--- src/rtl/bus_drive_arbiter_pkg.sv ---
// rtl/bus_drive_arbiter_pkg.sv - shared constants and state encoding for the CPU bus drive arbiter
package bus_drive_arbiter_pkg;

  localparam int BUS_W        = 18;
  localparam int TURN_DEFAULT = 1;

  typedef enum logic [1:0] {
    ST_IDLE = 2'd0,
    ST_OWN  = 2'd1,
    ST_TURN = 2'd2
  } arb_state_e;

endpackage

--- src/rtl/bus_drive_arbiter_if.sv ---
// rtl/bus_drive_arbiter_if.sv - request/grant/enable bundle between requesters and the arbiter
interface bus_drive_arbiter_if #(
  parameter int N_REQ = 4
) ();

  logic [N_REQ-1:0]         req;
  logic [N_REQ-1:0]         grant;
  logic [N_REQ-1:0]         drive_en;
  logic [$clog2(N_REQ)-1:0] owner_id;
  logic                     bus_busy;
  logic                     timeout;

  modport master (
    input  req,
    output grant,
    output drive_en,
    output owner_id,
    output bus_busy,
    output timeout
  );

  modport slave (
    output req,
    input  grant,
    input  drive_en,
    input  owner_id,
    input  bus_busy,
    input  timeout
  );

endinterface

--- src/rtl/bus_drive_arbiter_rr_pick.sv ---
// rtl/bus_drive_arbiter_rr_pick.sv - combinational round-robin picker
// Rotates req so rr_ptr lands on bit 0, takes the lowest set bit, then rotates the index back.
module bus_drive_arbiter_rr_pick #(
  parameter int N_REQ = 4,
  parameter int IW    = $clog2(N_REQ)
) (
  input  logic [N_REQ-1:0] req_i,
  input  logic [IW-1:0]    rr_ptr_i,
  output logic             valid_o,
  output logic [IW-1:0]    idx_o,
  output logic [N_REQ-1:0] onehot_o
);

  logic [2*N_REQ-1:0] dbl;
  logic [N_REQ-1:0]   rot;
  logic [IW-1:0]      enc;
  logic [IW:0]        sum;

  assign dbl = {req_i, req_i} >> rr_ptr_i;
  assign rot = dbl[N_REQ-1:0];

  always_comb begin
    valid_o  = 1'b0;
    enc      = '0;
    sum      = '0;
    idx_o    = '0;
    onehot_o = '0;
    for (int i = N_REQ - 1; i >= 0; i--) begin
      if (rot[i]) begin
        valid_o = 1'b1;
        enc     = IW'(i);
      end
    end
    // Un-rotate: add the pointer back, modulo N_REQ (N_REQ need not be a power of two).
    sum = {1'b0, rr_ptr_i} + {1'b0, enc};
    if (sum >= (IW+1)'(N_REQ)) begin
      sum = sum - (IW+1)'(N_REQ);
    end
    idx_o = sum[IW-1:0];
    if (valid_o) begin
      onehot_o = N_REQ'(1) << idx_o;
    end
  end

endmodule

--- src/rtl/bus_drive_arbiter.sv ---
// rtl/bus_drive_arbiter.sv - round-robin owner FSM with turnaround gap for the shared tristate data bus
// Enables are driven straight from the grant flops so the buffers never see decode glitches.
module bus_drive_arbiter
  import bus_drive_arbiter_pkg::*;
#(
  parameter int N_REQ       = 4,
  parameter int MAX_HOLD    = 8,
  parameter int TURN_CYCLES = TURN_DEFAULT
) (
  input  logic                clk,
  input  logic                reset,
  bus_drive_arbiter_if.master bus
);

  localparam int IW = $clog2(N_REQ);
  localparam int HW = $clog2(MAX_HOLD);
  localparam int TW = (TURN_CYCLES > 1) ? $clog2(TURN_CYCLES) : 1;

  arb_state_e       state_q, state_d;
  logic [IW-1:0]    rr_ptr_q, rr_ptr_d;
  logic [HW-1:0]    hold_cnt_q, hold_cnt_d;
  logic [TW-1:0]    turn_cnt_q, turn_cnt_d;
  logic [N_REQ-1:0] grant_q, grant_d;
  logic [IW-1:0]    owner_q, owner_d;
  logic             timeout_q, timeout_d;

  logic             pick_valid;
  logic [IW-1:0]    pick_idx;
  logic [N_REQ-1:0] pick_onehot;
  logic             owner_req;

  bus_drive_arbiter_rr_pick #(
    .N_REQ (N_REQ),
    .IW    (IW)
  ) u_pick (
    .req_i    (bus.req),
    .rr_ptr_i (rr_ptr_q),
    .valid_o  (pick_valid),
    .idx_o    (pick_idx),
    .onehot_o (pick_onehot)
  );

  assign owner_req = bus.req[owner_q];

  always_comb begin
    state_d    = state_q;
    rr_ptr_d   = rr_ptr_q;
    hold_cnt_d = hold_cnt_q;
    turn_cnt_d = turn_cnt_q;
    grant_d    = grant_q;
    owner_d    = owner_q;
    timeout_d  = 1'b0;
    case (state_q)
      ST_IDLE: begin
        if (pick_valid) begin
          grant_d    = pick_onehot;
          owner_d    = pick_idx;
          hold_cnt_d = '0;
          state_d    = ST_OWN;
        end
      end
      ST_OWN: begin
        if (!owner_req || (hold_cnt_q == HW'(MAX_HOLD - 1))) begin
          // Only a cut-off of a still-requesting owner is a timeout.
          timeout_d  = owner_req;
          grant_d    = '0;
          owner_d    = '0;
          rr_ptr_d   = (owner_q == IW'(N_REQ - 1)) ? '0 : owner_q + IW'(1);
          turn_cnt_d = '0;
          state_d    = ST_TURN;
        end else begin
          hold_cnt_d = hold_cnt_q + HW'(1);
        end
      end
      ST_TURN: begin
        if (turn_cnt_q == TW'(TURN_CYCLES - 1)) begin
          if (pick_valid) begin
            grant_d    = pick_onehot;
            owner_d    = pick_idx;
            hold_cnt_d = '0;
            state_d    = ST_OWN;
          end else begin
            state_d    = ST_IDLE;
          end
        end else begin
          turn_cnt_d = turn_cnt_q + TW'(1);
        end
      end
      default: begin
        grant_d = '0;
        owner_d = '0;
        state_d = ST_IDLE;
      end
    endcase
  end

  always_ff @(posedge clk or posedge reset) begin
    if (reset) begin
      state_q    <= ST_IDLE;
      rr_ptr_q   <= '0;
      hold_cnt_q <= '0;
      turn_cnt_q <= '0;
      grant_q    <= '0;
      owner_q    <= '0;
      timeout_q  <= 1'b0;
    end else begin
      state_q    <= state_d;
      rr_ptr_q   <= rr_ptr_d;
      hold_cnt_q <= hold_cnt_d;
      turn_cnt_q <= turn_cnt_d;
      grant_q    <= grant_d;
      owner_q    <= owner_d;
      timeout_q  <= timeout_d;
    end
  end

  assign bus.grant    = grant_q;
  assign bus.drive_en = grant_q;
  assign bus.owner_id = owner_q;
  assign bus.bus_busy = |grant_q;
  assign bus.timeout  = timeout_q;

endmodule

--- src/flat_wrapper.sv ---
// flat-port wrapper written by rule: the top's interface ports become plain ports
module bus_drive_arbiter_flat import bus_drive_arbiter_pkg::*;
#(
  parameter int N_REQ       = 4,
  parameter int MAX_HOLD    = 8,
  parameter int TURN_CYCLES = TURN_DEFAULT
)
  (clk, reset, bus_req, bus_grant, bus_drive_en, bus_owner_id, bus_bus_busy, bus_timeout);
  bus_drive_arbiter_if #(.N_REQ(N_REQ)) bus_i ();
  input  logic clk;
  input  logic reset;
  input wire logic [$bits(bus_i.req)-1:0] bus_req;
  output wire logic [$bits(bus_i.grant)-1:0] bus_grant;
  output wire logic [$bits(bus_i.drive_en)-1:0] bus_drive_en;
  output wire logic [$bits(bus_i.owner_id)-1:0] bus_owner_id;
  output wire logic [$bits(bus_i.bus_busy)-1:0] bus_bus_busy;
  output wire logic [$bits(bus_i.timeout)-1:0] bus_timeout;
  assign bus_i.req = bus_req;
  assign bus_grant = bus_i.grant;
  assign bus_drive_en = bus_i.drive_en;
  assign bus_owner_id = bus_i.owner_id;
  assign bus_bus_busy = bus_i.bus_busy;
  assign bus_timeout = bus_i.timeout;
  bus_drive_arbiter #(.N_REQ(N_REQ), .MAX_HOLD(MAX_HOLD), .TURN_CYCLES(TURN_CYCLES)) u_core (.clk(clk), .reset(reset), .bus(bus_i));
endmodule
--- config.mk ---
export PLATFORM = sky130hd
export DESIGN_NAME = bus_drive_arbiter_flat
export DESIGN_NICKNAME = d
export VERILOG_FILES = /design/src/rtl/bus_drive_arbiter_pkg.sv /design/src/rtl/bus_drive_arbiter_if.sv /design/src/rtl/bus_drive_arbiter_rr_pick.sv /design/src/rtl/bus_drive_arbiter.sv /design/src/flat_wrapper.sv
export SDC_FILE = /design/constraint.sdc
export NUM_CORES = 1
export LEC_CHECK = 0
export BUFFER_PORTS_ARGS = -buffer_cell sky130_fd_sc_hd__buf_4
export CAP_MARGIN = 20
export CORE_UTILIZATION = 53
export DETAILED_ROUTE_END_ITERATION = 12
export PLACE_DENSITY_LB_ADDON = 0.08
export SLEW_MARGIN = 10
export SYNTH_ARGS = -nofsm -noshare
export SYNTH_HDL_FRONTEND = slang
export SYNTH_SLANG_ARGS = --single-unit
--- constraint.sdc ---
create_clock -name clk -period 2.29 [get_ports clk]
set_input_delay 0.1145 -clock clk [delete_from_list [all_inputs] [get_ports clk]]
set_output_delay 0.1145 -clock clk [all_outputs]
set_load 0.05 [all_outputs]
==> results.yml <==
outcome:
  outcome: "finished, violations left"
  violations: "DRC"
sta:
  min_period_ns: 2.07
  hold_viol_final: 0
  relSlewSlack_pct: 65.4
  drv_slew: 0
  skew_ns: 0.00870
  post-route-worst-setup-slack_ns: 0.220
  rsz0062_at_grt: "no"
  setup_viol: 0
  hold-worst-slack_ns: 0.168
  worst_pin_slew_ns: 0.518
  tns_ns: 0
  fmax_mhz: 483
  period_share_pct: 90.4
worst_setup_path:
  worstSetupEndpointType: "flip-flop"
  critical_path_class: "flip-flop to flip-flop"
  cp_slowest_cell: "dfrtp_1"
  cp_cell_sequence: "nand2b_1, o22ai_1, o21ai_0, o221ai_1, ha_1, xnor2_1, xnor2_2, a32o_2"
  cpPeakStageDelay_ns: 0.56
  cp.depth: 8
  critPathArrivalTime_ns: 2.25
  worstSetupStartpointType: "flip-flop"
  cpLargestDelayFamily: "compound AO/OA/AOI/OAI gates"
  crit_required_ns: 2.47
  crit_fanout: 13
  r2r_cells: 8
  path_buf_inv: 0
synth:
  synthTopCellsByArea: "dfrtp_1, ha_1, buf_4"
  synth_seq_cells: 14
  syn-instance-count: 89
  ys_types: 37
  synthFlopType: "dfrtp_1"
  synth_edf_count: 0
  async_reset_ff_share_pct: 100
  netlist_area_um2: 920
  synth_top_area_share_pct: 38.1
  syn_area_per_cell_um2: 10.3
  yosysTopAreaCell: "dfrtp_1"
  ys_seq_area_share_pct: 38.1
  synth_nets: 100
  ys_warn_count: 0
floorplanning:
  ios: 18
  coreArea_um2: 1560
  die_x_um: 43.7
  dieArea_um2: 1910
  initial_core_util_pct: 59.0
  rows: 14
  die_y_um: 43.7
drt:
  wl_per_cell_um: 13.9
  avgViaCountPerCell: 5.88
  routed_wl_mm: 1.64
  drt-initial-drc-count: 14
  ant_nets: 0
  drc: 2
  num_vias: 694
  drt_first_pass_iters: 8
global_route:
  grt_overflow_total: 0
  grt_pass1_wl_mm: 2.82
  antenna_found_initial: 0
  grt_usage_pct: 20.5
  grt_max_degree: 15
  grt_pass1_vias: 630
clock_tree:
  clkTransAtPathRegs_ns: 0.09
  cts.sinks: 14
  cts_max_level: 1
  cts_tree: "yes"
  cts_hold_buf: 1
  clockBufferDepth: 2
  cts_setup_buffers: 0
  clk_latency_ns: 0.28
  cts.repair.resized: 0
  cts_buffers: 3
  ctsRootBufferMaster: "clkbuf_4"
place:
  gp_congestion: 0.666
  placement.io_buffers: 17
  place_ws_ns: 0.216
  post-dp-hpwl_mm: 1.27
final_layout:
  drive_above_1_share_pct: 30.4
  antenna_cells: 0
  syn_to_final_growth_pct: 12.9
  fin_util_pct: 66.6
  final_nets: 114
power_and_ir_drop:
  leakagePower_nw: 0.492
  p_per_area_nw_per_um2: 1390
  ir_worst_vdd_mv: 1.05
flow_run:
  max-cap-violations: 0
min_path:
  min-delay-path-class: "primary input to flip-flop"
  min_path_cells: 4
## path summary, 6_finish.rpt
check                                      from                endpoint  slack [ns]
setup / recovery             u_core.rr_ptr_q[0]  u_core.bus.drive_en[1]        0.22
hold / removal                       bus_req[3]    u_core.hold_cnt_q[2]        0.17
setup reg to reg             u_core.rr_ptr_q[0]  u_core.bus.drive_en[1]        0.22
hold reg to reg            u_core.hold_cnt_q[2]    u_core.hold_cnt_q[2]        0.52
max in group asynchronous                 reset      u_core.bus.timeout        1.52
min in group asynchronous                 reset  u_core.bus.owner_id[0]        0.41
## per-stage QoR
step                      power, mW  cell area, um2  instances
after floorplan                1.13             920         89
after global placement         1.25             992        113
after detailed placement       1.27             992        113
after CTS                      1.45            1040        118
after global routing           1.55            1040        118
final                          1.44            1040        118
## area by class of cell
| class | count | area (um2) |
|---|---|---|
| inverters | 4 | 15.0 |
| fillers | 128 | 520 |
| flip-flops and latches | 14 | 350 |
| multi-input cells | 62 | 479 |
| well taps | 16 | 20.0 |
| clock buffers | 4 | 36.3 |
| repair buffers | 18 | 138 |
## logic make-up (layout without fill, tap and decap cells)
family	Yosys count	count (layout)	share of synthesized area, %
mux	4	4	5.99
buf+inv	13	26	9.80
fa+ha+maj	5	5	6.80
xor+xnor	2	2	2.72
simple gates	32	32	18.6
flops	14	14	38.1
compound gates	19	19	18.0
## cells in the final DEF, fill, tap and decap left out, types with 2 or more instances in the layout
cell type	netlist	routed
ha_1	5	5
clkbuf_4	0	3
nor2_1	7	7
nand3_1	3	3
o21ai_0	3	3
nand2_1	10	10
mux2_1	2	2
buf_4	5	17
inv_1	4	4
nand2b_1	3	3
o21ai_1	3	3
dfrtp_1	14	14
a22o_1	3	3
## synth_stat cells (2+ instances only)
library cell	n
nor2_1	7
a22o_1	3
o21ai_0	3
nand2_1	10
buf_4	5
nand3_1	3
o21ai_1	3
ha_1	5
dfrtp_1	14
nand2b_1	3
inv_1	4
buf_6	3
mux2_1	2
## worst min-delay path: cells and delay by family
| family | cells | cell delay (ns) |
|---|---|---|
| and+or+nand+nor | 3 | 0.17 |
| buffers and inverters | 1 | 0.13 |
## state kept, by name, indices dropped and copies added, names as in the netlist
name / cells
u_core.state_q: 2
u_core.bus.owner_id: 2
u_core.bus.timeout: 1
u_core.rr_ptr_q: 2
u_core.bus.drive_en: 4
u_core.hold_cnt_q: 3
## power breakdown
group / internal [mW] / switching [mW]
sequential: 0.331 / 0.112
clock: 0.0967 / 0.0819
combinational: 0.326 / 0.497
## routing by layer
layer | vias to the layer above | GRT usage (%) | share of wire [%] | wire length (um)
li1 | 339 | - | - | -
met1 | 325 | 27.2 | 45 | 739
met2 | 26 | 32.5 | 47 | 777
met3 | 4 | 6.25 | 6.5 | 107
met4 | 0 | 5.63 | 1.2 | 19
met5 | - | 0 | 0 | 0
Power figures use the tool's default switching activity.
